[config.mk]
export PLATFORM = sky130hd
export DESIGN_NAME = if_fetch
export DESIGN_NICKNAME = d
export VERILOG_FILES = /design/src/rtl/if_fetch_pkg.sv /design/src/rtl/if_fetch_pc_sel.sv /design/src/rtl/if_fetch.sv
export SDC_FILE = /design/constraint.sdc
export NUM_CORES = 1
export LEC_CHECK = 0
export BUFFER_PORTS_ARGS = -buffer_cell sky130_fd_sc_hd__buf_2
export CELL_PAD_IN_SITES_DETAIL_PLACEMENT = 0
export CELL_PAD_IN_SITES_GLOBAL_PLACEMENT = 1
export CORE_UTILIZATION = 34
export CTS_CLUSTER_SIZE = 28
export DETAILED_ROUTE_END_ITERATION = 8
export GPL_TIMING_DRIVEN = 0
export PLACE_DENSITY_LB_ADDON = 0.1
export SYNTH_ARGS = -nofsm -noshare
export SYNTH_HDL_FRONTEND = slang
export SYNTH_SLANG_ARGS = --single-unit
[constraint.sdc]
create_clock -name i_clk -period 2.3 [get_ports i_clk]
set_input_delay 0.23 -clock i_clk [delete_from_list [all_inputs] [get_ports i_clk]]
set_output_delay 0.23 -clock i_clk [all_outputs]
set_load 0.005 [all_outputs]
[src/rtl/if_fetch_pkg.sv]
// Shared definitions for the instruction-fetch stage: state encoding, NOP word, reset PC.
// IF_MISALIGN_TRAP_EN adds the TRAP state.
package if_fetch_pkg;

   localparam logic [31:0] NOP_INSTR        = 32'h0000_0013;
   localparam logic [31:0] PC_RESET_DEFAULT = 32'h0000_0000;

   typedef enum logic [1:0] {
      IF_IDLE  = 2'd0,
      IF_FETCH = 2'd1,
      IF_HOLD  = 2'd2
`ifdef IF_MISALIGN_TRAP_EN
      ,IF_TRAP = 2'd3
`endif
   } if_state_t;

   function automatic logic [31:0] align4(input logic [31:0] a);
      return a & 32'hFFFF_FFFC;
   endfunction

endpackage

[src/rtl/if_fetch_pc_sel.sv]
// Next-PC select for the fetch stage: first fetch, sequential or redirect, word aligned.
// IF_MISALIGN_TRAP_EN adds the misaligned-redirect detect output.
module if_pc_sel
   import if_fetch_pkg::*;
#(
   parameter logic [31:0] RESET_PC = PC_RESET_DEFAULT
) (
   input  logic        first_i,
   input  logic [31:0] pc_i,
   input  logic        pcsrc_i,
   input  logic [31:0] target_i,
   output logic [31:0] next_pc_o
`ifdef IF_MISALIGN_TRAP_EN
   ,output logic       misalign_o
`endif
);

   always_comb begin
      next_pc_o = pc_i + 32'd4;
      if (first_i)      next_pc_o = align4(RESET_PC);
      else if (pcsrc_i) next_pc_o = align4(target_i);
   end

`ifdef IF_MISALIGN_TRAP_EN
   // The first fetch ignores the redirect, so it can never trap.
   assign misalign_o = !first_i && pcsrc_i && (target_i[1:0] != 2'b00);
`endif

endmodule

[src/rtl/if_fetch.sv]
// Instruction-fetch stage: PC register, memory-latency wait, instruction latch, done pulse.
// Define IF_MISALIGN_TRAP_EN to trap on misaligned redirects (adds o_misaligned).
module if_fetch
   import if_fetch_pkg::*;
#(
   parameter logic [31:0] RESET_PC    = PC_RESET_DEFAULT,
   parameter int unsigned MEM_LATENCY = 1
) (
   input  logic        i_clk,
   input  logic        i_reset_n,
   input  logic        en_IF,
   input  logic        i_PCSrc,
   input  logic [31:0] i_branchTarget,
   input  logic [31:0] i_mem_instr,
   output logic [31:0] o_instrAddr,
   output logic [31:0] o_instr,
   output logic [31:0] o_pc,
   output logic [31:0] o_pcPlus4,
   output logic        o_valid,
   output logic        o_done
`ifdef IF_MISALIGN_TRAP_EN
   ,output logic       o_misaligned
`endif
);

   localparam logic [31:0] RESET_PC_A = align4(RESET_PC);
   localparam logic [2:0]  LAT        = 3'(MEM_LATENCY);

   if_state_t   state_q, state_d;
   logic [2:0]  cnt_q;
   logic [31:0] addr_q, instr_q, pc_q, next_pc;
   logic        valid_q, done_q, accept, expire, trap;

   if_pc_sel #(.RESET_PC(RESET_PC)) u_pc_sel (
      .first_i   (state_q == IF_IDLE),
      .pc_i      (pc_q),
      .pcsrc_i   (i_PCSrc),
      .target_i  (i_branchTarget),
      .next_pc_o (next_pc)
`ifdef IF_MISALIGN_TRAP_EN
      ,.misalign_o(trap)
`endif
   );

`ifndef IF_MISALIGN_TRAP_EN
   assign trap = 1'b0;
`endif

   assign accept = en_IF && (state_q == IF_IDLE || state_q == IF_HOLD);
   assign expire = (state_q == IF_FETCH) && (cnt_q == 3'd0);

   always_comb begin
      state_d = state_q;
      if (accept) begin
`ifdef IF_MISALIGN_TRAP_EN
         if (trap) state_d = IF_TRAP;
         else
`endif
         state_d = IF_FETCH;
      end else if (expire) begin
         state_d = IF_HOLD;
      end
   end

   always_ff @(posedge i_clk) begin
      if (!i_reset_n) begin
         state_q <= IF_IDLE;
         cnt_q   <= 3'd0;
         addr_q  <= RESET_PC_A;
         instr_q <= NOP_INSTR;
         pc_q    <= RESET_PC_A;
         valid_q <= 1'b0;
         done_q  <= 1'b0;
      end else begin
         state_q <= state_d;
         done_q  <= expire;
         // Counter runs down to zero; the capture happens on the edge after it hits zero.
         if (accept && !trap) begin
            addr_q <= next_pc;
            cnt_q  <= LAT;
         end else if (state_q == IF_FETCH && cnt_q != 3'd0) begin
            cnt_q <= cnt_q - 3'd1;
         end
         if (expire) begin
            instr_q <= i_mem_instr;
            pc_q    <= addr_q;
            valid_q <= 1'b1;
         end
      end
   end

`ifdef IF_MISALIGN_TRAP_EN
   logic mis_q;
   always_ff @(posedge i_clk) begin
      if (!i_reset_n)         mis_q <= 1'b0;
      else if (accept && trap) mis_q <= 1'b1;
   end
   assign o_misaligned = mis_q;
`endif

   assign o_instrAddr = addr_q;
   assign o_instr     = instr_q;
   assign o_pc        = pc_q;
   assign o_pcPlus4   = pc_q + 32'd4;
   assign o_valid     = valid_q;
   assign o_done      = done_q;

endmodule

==> results of run 1 <==
cell families (layout without fill, tap and decap cells):
logic type | after synthesis | count (layout) | synth area share [%]
AOI/OAI and AO/OA | 124 | 124 | 20.5
muxes | 1 | 1 | 0.247
xor gates and xnor gates | 27 | 27 | 5.68
and+or+nand+nor | 245 | 245 | 24.0
adders and majority gates | 3 | 3 | 0.824
DFF | 103 | 103 | 45.2
buffers and inverters | 39 | 262 | 3.57
through the flow:
step                      power (uW)  TNS [ps]  area, um2
after CTS                       3950         0       6170
after global placement          2340         0       5750
after detailed placement        2350         0       5750
final                           3880         0       6310
after global routing            4080     -16.5       6310
after floorplan                 2140         0       4560
sequential cells by signal (all words and copies together) (netlist names):
name and count:
state_q 2, o_instr 32, o_instrAddr 32, o_done 1
cnt_q 3, o_valid 1, o_pc 32
power by group through the flow:
| stage | sequential [uW] | combinational, uW | clock (uW) |
|---|---|---|---|
| floorplan | 1920 | 217 | 0 |
| global placement | 1920 | 420 | 0 |
| detailed placement | 1920 | 430 | 0 |
| CTS | 1880 | 432 | 1640 |
| global route | 1880 | 478 | 1720 |
| finish | 1870 | 422 | 1580 |
worst max-delay path by stage:
stage                     cells after the start                            to                  start  slack [ps]
final                                         7                 o_pcPlus4[30]   o_pc[3]$_SDFFE_PN0P_         110
after global routing                          8                 o_pcPlus4[21]   o_pc[9]$_SDFFE_PN0P_         -20
after CTS                                     5                 o_pcPlus4[25]  o_pc[15]$_SDFFE_PN0P_           3
after detailed placement                      6                 o_pcPlus4[30]   o_pc[2]$_SDFFE_PN0P_          80
after global placement                        6                 o_pcPlus4[30]   o_pc[2]$_SDFFE_PN0P_         120
after floorplan                               6  o_instrAddr[26]$_SDFFE_PN0P_   o_pc[2]$_SDFFE_PN0P_         540
cell type report:
type,instances,share of cell area [%]
flip-flops and latches,103,33.2
clock inverters,2,0.595
repair buffers,207,17.3
plain buffers,32,2.16
well taps,172,3.41
inverters,7,0.416
multi-input cells,400,38.6
clock buffers,14,4.34
repair_timing:
item | 4_1_cts | 5_1_grt
pin swaps | 2 | 8
gates resized for setup | 14 | 24
buffers inserted | 3 | 9
hold endpoints to repair | 0 | 0
endpoints found under the setup margin | 17 | 26
synth_stat cells:
cell | n | area, um2
nor4_4 | 1 | 21.3
a211oi_1 | 1 | 7.51
nor3_1 | 5 | 25.0
a31o_2 | 2 | 17.5
nand2b_1 | 10 | 62.6
or3_1 | 1 | 6.26
o21ai_0 | 14 | 70.1
a22o_1 | 21 | 184
xor2_1 | 10 | 87.6
nor3_4 | 1 | 16.3
o211ai_1 | 2 | 15.0
nor2_1 | 21 | 78.8
clkbuf_1 | 22 | 82.6
a32o_1 | 2 | 20.0
nor2b_1 | 2 | 12.5
nand2_1 | 164 | 616
nor3_2 | 2 | 20.0
dfxtp_1 | 103 | 2060
ha_1 | 3 | 37.5
nand3_1 | 17 | 85.1
nand3_2 | 1 | 10.0
buf_4 | 2 | 15.0
mux2_2 | 1 | 11.3
a21boi_0 | 61 | 458
nand4_4 | 1 | 21.3
inv_1 | 7 | 26.3
buf_1 | 1 | 3.75
a21o_1 | 12 | 90.1
nor4_1 | 2 | 12.5
a21oi_1 | 1 | 5.00
and2_1 | 3 | 18.8
xnor2_1 | 14 | 123
nand4_1 | 8 | 50.1
xnor2_2 | 3 | 48.8
o21a_1 | 1 | 7.51
a22oi_1 | 3 | 22.5
buf_2 | 7 | 35.0
and3_1 | 6 | 37.5
a31o_1 | 4 | 35.0
worst max-delay path, stage by stage, from the launching register on:
cell,delay (ps)
dfxtp_2,390
ha_2,230
nand3_4,140
nor3_4,170
buf_12,150
nand4_1,150
xnor2_2,240
buf_2,140
metal layers:
layer | up-vias | track usage, % | part of all wire [%]
li1 | 2270 | - | -
met1 | 2145 | 26.3 | 44
met2 | 130 | 34.2 | 48
met3 | 17 | 5.14 | 6.0
met4 | 0 | 6.81 | 1.4
met5 | - | 0 | 0
==> impl_metrics.env, run 1 <==
export IMPL_status="finished clean"
export IMPL_startpoint_type="flop"
export IMPL_clock_sinks=103
export IMPL_min_path_type="in2reg"
export IMPL_final_util_pct=49.2
export IMPL_antenna_found_initial=0
export IMPL_cts_hold_buf=0
export IMPL_power_frac_clock_pct=40.8
export IMPL_p_switching_uw=941
export IMPL_crit_type="reg2out"
export IMPL_clk_pin_slew_worst_paths_ps=70
export IMPL_nFillCells=1349
export IMPL_max_freq_ghz=0.457
export IMPL_nNetsFinal=831
export IMPL_post_route_period_util_pct=95.2
export IMPL_seqPwrFrac_pct=48.3
export IMPL_rrSetupSlack_ps=240
export IMPL_drc=0
export IMPL_grt_pass1_wl_um=22900
export IMPL_final_cell_mix="202 x buf_2, 163 x nand2_1, 90 x dfxtp_1, 61 x a21boi_0, 24 x clkbuf_1"
export IMPL_p_sw_share_pct=24.3
export IMPL_ff_latch_area_um2=2100
export IMPL_r2r_cells=6
export IMPL_stdcell_count=937
export IMPL_die_height_um=118
export IMPL_reg2reg_from="state_q[0]$_SDFFE_PN0P_"
export IMPL_clk_latency_ps=340
export IMPL_yosysUniqueCellTypes=39
export IMPL_power_frac_comb_pct=10.9
export IMPL_whs_ps=93.9
export IMPL_place_ws_ps=83.8
export IMPL_dp_hpwl_um=10700
export IMPL_endpoint_kind="output port"
export IMPL_min_from="i_mem_instr[4]"
export IMPL_cts_buffers=9
export IMPL_coreArea_um2=12800
export IMPL_min_delay_path_depth=3
export IMPL_clock_root_buffer="clkbuf_16"
export IMPL_drtIter0Drc=211
export IMPL_p_per_area_nw_per_um2=614
export IMPL_gr_usage_all_layers_pct=20.7
export IMPL_path_max_fanout=9
export IMPL_rows=41
export IMPL_start_util_pct=35.5
export IMPL_cp_required_ps=2070
export IMPL_routed_via_density=4.87
export IMPL_antenna_cells=0
export IMPL_multi_input_area_um2=2430
export IMPL_wl_um=14400
export IMPL_dr_pass1_iters=4
export IMPL_fin_crit_ps=2190
export IMPL_portBuffers=195
export IMPL_critPathArrivalTime_ps=1960
export IMPL_synth_avg_cell_area_um2=8.41
export IMPL_slew_violations=0
export IMPL_dp_cells=909
export IMPL_ant_nets=0
export IMPL_area_growth_synth_to_final_pct=38.5
export IMPL_fin_ws_ps=110
export IMPL_yosysSeqAreaShare_pct=45.2
export IMPL_synth_nets=613
export IMPL_drive_gt1_share_pct=35.0
export IMPL_routedWlPerCell_um=15.4
export IMPL_grt_max_degree=16
export IMPL_slew_headroom_pct=40.8
export IMPL_r2r_end="o_instrAddr[23]$_SDFFE_PN0P_"
export IMPL_clockBufferDepth=2
export IMPL_tightest_slew_ps=884
export IMPL_finalHoldViolCount=0
export IMPL_p_leak_uw=0.00305
export IMPL_overflow=0
export IMPL_syn_area_um2=4560
export IMPL_yosys_warnings=0
export IMPL_ir_drop_v=0.000320
export IMPL_cts_tree="yes"
export IMPL_holdPathEnd="o_instr[4]$_SDFFE_PN1P_"
export IMPL_finClkSkew_ps=8.26
export IMPL_cap_violations=0
export IMPL_io_pins=198
export IMPL_setup_viol=0
export IMPL_netlist_instances=542
export IMPL_dieArea_um2=13900
export IMPL_via_count=4562
export IMPL_p_int_uw=2940
export IMPL_die_w_um=118
export IMPL_grt_pass1_vias=4422
export IMPL_gp_congestion=0.786
export IMPL_final_common_cell="buf_2"
export IMPL_cts_htree_levels=3
export IMPL_synth_seq_cells=103
Power figures use the tool's default switching activity.
==> run 2: changes to the inputs <==
--- a/config.mk
+++ b/config.mk
@@ -8,6 +8,7 @@
 export BUFFER_PORTS_ARGS = -buffer_cell sky130_fd_sc_hd__buf_2
 export CELL_PAD_IN_SITES_DETAIL_PLACEMENT = 0
 export CELL_PAD_IN_SITES_GLOBAL_PLACEMENT = 1
+export CORE_MARGIN = 2
 export CORE_UTILIZATION = 34
 export CTS_CLUSTER_SIZE = 28
 export DETAILED_ROUTE_END_ITERATION = 8
==> impl_metrics.env, run 2 (synthesis gave the netlist of run 1 again) <==
export IMPL_p_switching_uw=965
export IMPL_drive_gt1_share_pct=34.2
export IMPL_gr_usage_all_layers_pct=19.8
export IMPL_cap_violations=0
export IMPL_dr_pass1_iters=4
export IMPL_finalHoldViolCount=0
export IMPL_cts_hold_buf=0
export IMPL_power_frac_comb_pct=10.6
export IMPL_setup_viol=0
export IMPL_clk_pin_slew_worst_paths_ps=70
export IMPL_critPathArrivalTime_ps=1970
export IMPL_portBuffers=195
export IMPL_min_from="i_mem_instr[4]"
export IMPL_cts_tree="yes"
export IMPL_coreArea_um2=13200
export IMPL_grt_max_degree=17
export IMPL_clock_sinks=103
export IMPL_crit_type="reg2out"
export IMPL_cp_startpoint="o_pc[2]$_SDFFE_PN0P_"
export IMPL_routed_via_density=4.81
export IMPL_antenna_found_initial=0
export IMPL_reg2reg_from="state_q[0]$_SDFFE_PN0P_"
export IMPL_status="finished clean"
export IMPL_ff_latch_area_um2=2090
export IMPL_p_int_uw=3020
export IMPL_ant_nets=0
export IMPL_io_pins=198
export IMPL_final_cell_mix="202 x buf_2, 163 x nand2_1, 92 x dfxtp_1, 61 x a21boi_0, 22 x clkbuf_1"
export IMPL_cts_buffers=9
export IMPL_dieArea_um2=14300
export IMPL_power_frac_clock_pct=42.3
export IMPL_dp_hpwl_um=10700
export IMPL_rrSetupSlack_ps=300
export IMPL_min_path_type="in2reg"
export IMPL_ir_drop_v=0.000646
export IMPL_r2r_cells=5
export IMPL_drc=0
export IMPL_seqPwrFrac_pct=47.1
export IMPL_crit_slowest_cell="nor4_1"
export IMPL_endpoint_kind="output port"
export IMPL_post_route_period_util_pct=95.5
export IMPL_drtIter0Drc=238
export IMPL_r2r_end="o_instrAddr[23]$_SDFFE_PN0P_"
export IMPL_via_count=4484
export IMPL_die_w_um=120
export IMPL_fin_crit_ps=2200
export IMPL_startpoint_type="flop"
export IMPL_nNetsFinal=823
export IMPL_overflow=0
export IMPL_path_max_fanout=7
export IMPL_start_util_pct=34.6
export IMPL_clock_root_buffer="clkbuf_16"
export IMPL_wl_um=14200
export IMPL_grt_pass1_vias=4271
export IMPL_tns_ps=0
export IMPL_nFillCells=1347
export IMPL_clockBufferDepth=2
export IMPL_p_leak_uw=0.00301
export IMPL_cts_htree_levels=3
export IMPL_whs_ps=80.9
export IMPL_p_sw_share_pct=24.2
export IMPL_rsz0062_at_grt="false"
export IMPL_cp_required_ps=2070
export IMPL_grt_pass1_wl_um=22200
export IMPL_rows=42
export IMPL_slew_headroom_pct=44.0
export IMPL_max_freq_ghz=0.455
export IMPL_slew_violations=0
export IMPL_tightest_slew_ps=835
export IMPL_path_cells="ha_2 -> nand3_4 -> nor4_1 -> xor2_1 -> buf_2"
export IMPL_slowest_delay_ps=430
export IMPL_final_common_cell="buf_2"
export IMPL_die_height_um=120
export IMPL_p_per_area_nw_per_um2=638
export IMPL_routedWlPerCell_um=15.2
export IMPL_holdPathEnd="o_instr[4]$_SDFFE_PN1P_"
export IMPL_clk_latency_ps=350
export IMPL_area_growth_synth_to_final_pct=37.0
export IMPL_antenna_cells=0
export IMPL_gp_congestion=0.814
export IMPL_multi_input_area_um2=2430
export IMPL_min_delay_path_depth=3
export IMPL_finClkSkew_ps=7.17
[run 2: cell count changes in the layout (fill, tap and decap cells not counted), moves of 2 or more]
cell,change
clkinv_2,+2
dfxtp_4,-4
dfxtp_2,+2
dfxtp_1,+2
buf_4,-7
clkbuf_1,-2
[run 2: final cells by class]
type                    instances  area share, %
clock buffers                  11           4.05
flip-flops and latches        103           33.4
repair buffers                199           16.3
inverters                       7          0.421
well taps                     176           3.53
clock inverters                 5           1.26
multi-input cells             400           38.9
plain buffers                  32           2.18
[run 2: critical path: cells and delay by family (launching register included)]
kind	cells	cell delay [ps]
and+or+nand+nor	2	560
DFF	1	390
xor gates and xnor gates	1	280
adders and majority gates	1	220
buffers and inverters	1	160
[run 2: how the worst max path moves through the flow]
stage / depth (start not counted) / slack [ps] / to
after floorplan: 6 / 540 / o_instrAddr[26]$_SDFFE_PN0P_
after global placement: 6 / 110 / o_pcPlus4[30]
after global routing: 6 / 20 / o_pcPlus4[31]
final: 5 / 100 / o_pcPlus4[16]
after detailed placement: 6 / 100 / o_pcPlus4[30]
after CTS: 6 / 6 / o_pcPlus4[31]
[run 2: repair_timing]
item,CTS,global route
resized for setup,14,17
gates cloned,0,0
setup endpoints to repair,18,18
pin swaps,2,4
setup buffers,3,1
[run 2: per-layer routing]
layer | share of wire [%] | global-route usage (%)
met4 | 0.94 | 5.29
met2 | 47 | 32.3
met5 | 0 | 0
met3 | 8.4 | 7.37
met1 | 43 | 24.8
[run 2: power groups by stage]
stage               Combinational [uW]  Clock (uW)  Sequential [uW]
global route                       478        1820             1880
global placement                   424           0             1920
finish                             422        1690             1880
detailed placement                 429           0             1920
floorplan                          217           0             1920
CTS                                431        1750             1880
[run 2: stage by stage]
step / instances / power (uW) / setup slack [ps] / utilization, % / cell area (um2)
2_1_floorplan: 542 / 2140 / 538 / - / 4560
3_3_place_gp: 913 / 2340 / 113 / 43.6 / 5750
3_5_place_dp: 913 / 2350 / 96.7 / 43.6 / 5750
4_1_cts: 932 / 4060 / 6.16 / 46.9 / 6190
5_1_grt: 933 / 4180 / 24.8 / 47.4 / 6250
6_report: 933 / 3980 / 103 / 47.4 / 6250
==> run 3: changes to the inputs <==
--- a/config.mk
+++ b/config.mk
@@ -6,6 +6,7 @@
 export NUM_CORES = 1
 export LEC_CHECK = 0
 export BUFFER_PORTS_ARGS = -buffer_cell sky130_fd_sc_hd__buf_2
+export CAP_MARGIN = 20
 export CELL_PAD_IN_SITES_DETAIL_PLACEMENT = 0
 export CELL_PAD_IN_SITES_GLOBAL_PLACEMENT = 1
 export CORE_MARGIN = 2
@@ -13,6 +14,7 @@
 export CTS_CLUSTER_SIZE = 28
 export DETAILED_ROUTE_END_ITERATION = 8
 export GPL_TIMING_DRIVEN = 0
+export MAX_ROUTING_LAYER = met4
 export PLACE_DENSITY_LB_ADDON = 0.1
 export SYNTH_ARGS = -nofsm -noshare
 export SYNTH_HDL_FRONTEND = slang
==> impl_metrics.env, run 3 (synthesis gave the netlist of run 1 again) <==
export IMPL_antenna_found_initial=0
export IMPL_rows=42
export IMPL_overflow=0
export IMPL_clock_root_buffer="clkbuf_16"
export IMPL_dieArea_um2=14300
export IMPL_cts_buffers=9
export IMPL_status="finished clean"
export IMPL_io_pins=198
export IMPL_coreArea_um2=13200
export IMPL_nFillCells=1347
export IMPL_antenna_cells=0
export IMPL_start_util_pct=34.6
export IMPL_finalHoldViolCount=0
export IMPL_drtIter0Drc=241
export IMPL_endpoint_kind="output port"
export IMPL_cts_hold_buf=0
export IMPL_die_height_um=120
export IMPL_clockBufferDepth=2
export IMPL_reg2reg_from="state_q[0]$_SDFFE_PN0P_"
export IMPL_cp_num_cells=5
export IMPL_gp_congestion=0.826
export IMPL_clk_pin_slew_worst_paths_ps=70
export IMPL_drive_gt1_share_pct=34.2
export IMPL_min_path_type="in2reg"
export IMPL_grt_pass1_vias=4279
export IMPL_gr_usage_all_layers_pct=20.4
export IMPL_place_ws_ps=96.7
export IMPL_slew_violations=0
export IMPL_min_delay_path_depth=3
export IMPL_min_from="i_mem_instr[4]"
export IMPL_final_cell_mix="202 x buf_2, 163 x nand2_1, 92 x dfxtp_1, 61 x a21boi_0, 22 x clkbuf_1"
export IMPL_r2r_cells=5
export IMPL_slew_headroom_pct=40.3
export IMPL_via_count=4509
export IMPL_portBuffers=195
export IMPL_routedWlPerCell_um=15.2
export IMPL_multi_input_area_um2=2430
export IMPL_fin_total_pwr_uw=3980
export IMPL_clock_sinks=103
export IMPL_cts_tree="yes"
export IMPL_dp_cells=913
export IMPL_max_freq_ghz=0.455
export IMPL_path_cells="ha_2 -> nand3_4 -> nor4_1 -> xor2_1 -> buf_2"
export IMPL_final_common_cell="buf_2"
export IMPL_clk_latency_ps=350
export IMPL_crit_type="reg2out"
export IMPL_tns_ps=0
export IMPL_dr_pass1_iters=4
export IMPL_drc=0
export IMPL_rsz0062_at_grt="false"
export IMPL_grt_max_degree=17
export IMPL_cts_htree_levels=3
export IMPL_placed_area_um2=5750
export IMPL_cp_required_ps=2070
export IMPL_cp_startpoint="o_pc[2]$_SDFFE_PN0P_"
export IMPL_post_route_period_util_pct=95.6
export IMPL_die_w_um=120
export IMPL_ant_nets=0
export IMPL_tightest_slew_ps=890
export IMPL_ff_latch_area_um2=2090
export IMPL_cpLargestDelayFamily="simple AND/OR/NAND/NOR gates"
export IMPL_critPathArrivalTime_ps=1970
export IMPL_area_growth_synth_to_final_pct=37.0
export IMPL_fin_crit_ps=2200
export IMPL_crit_slowest_cell="nor4_1"
export IMPL_dp_hpwl_um=10700
export IMPL_ir_drop_v=0.000646
export IMPL_fin_ws_ps=101
export IMPL_cap_violations=0
export IMPL_nNetsFinal=823
export IMPL_finalInstanceArea_um2=6250
export IMPL_finClkSkew_ps=5.82
export IMPL_routed_via_density=4.83
export IMPL_p_leak_uw=0.00301
export IMPL_cp_num_buf_inv=1
export IMPL_wl_um=14200
export IMPL_setup_viol=0
export IMPL_path_max_fanout=7
export IMPL_slowest_delay_ps=430
export IMPL_grt_pass1_wl_um=22100
export IMPL_stdcell_count=933
export IMPL_p_per_area_nw_per_um2=638
export IMPL_startpoint_type="flop"
## run 3: worst register-to-register path, stage by stage, from the launching register on
cell,delay (ps)
dfxtp_1,340
nand2b_1,250
nor3_2,760
buf_2,390
a22o_1,170
a21o_1,80
## run 3: through the flow
stage,utilization (%),hold slack (ps)
final,47.4,83.3
after global routing,47.4,87.6
after CTS,46.9,64.5
after detailed placement,43.6,446
after global placement,43.6,439
after floorplan,-,354
## run 3: layout make-up
class                           count  area share (%)
Buffer                             32            2.18
Clock buffer                       11            4.05
Clock inverter                      5            1.26
Inverter                            7           0.421
Multi-Input combinational cell    400            38.9
Sequential cell                   103            33.4
Tap cell                          176            3.53
Timing Repair Buffer              199            16.3
## run 3: final timing paths
kind                            slack (ps)                      endpoint
worst max-delay path                   100                 o_pcPlus4[16]
worst min-delay path                    80       o_instr[4]$_SDFFE_PN1P_
worst max register to register         250  o_instrAddr[23]$_SDFFE_PN0P_
worst min register to register         450   o_instrAddr[6]$_SDFFE_PN0P_
## run 3: what timing repair did
| item | in CTS | in global routing |
|---|---|---|
| setup buffers | 3 | 1 |
| endpoints found under the setup margin | 18 | 18 |
| resized for setup | 14 | 17 |
| pin swaps | 2 | 4 |
## run 3: power by group
| part | internal [uW] | switching (uW) |
|---|---|---|
| registers | 1840 | 35.7 |
| logic | 165 | 257 |
| clock network | 1010 | 673 |
## run 3: layer usage
layer	global-route usage [%]	part of all wire (%)
met4	5.51	1.1
met2	32.3	47
met5	-	0
met1	25.7	45
met3	5.94	6.5
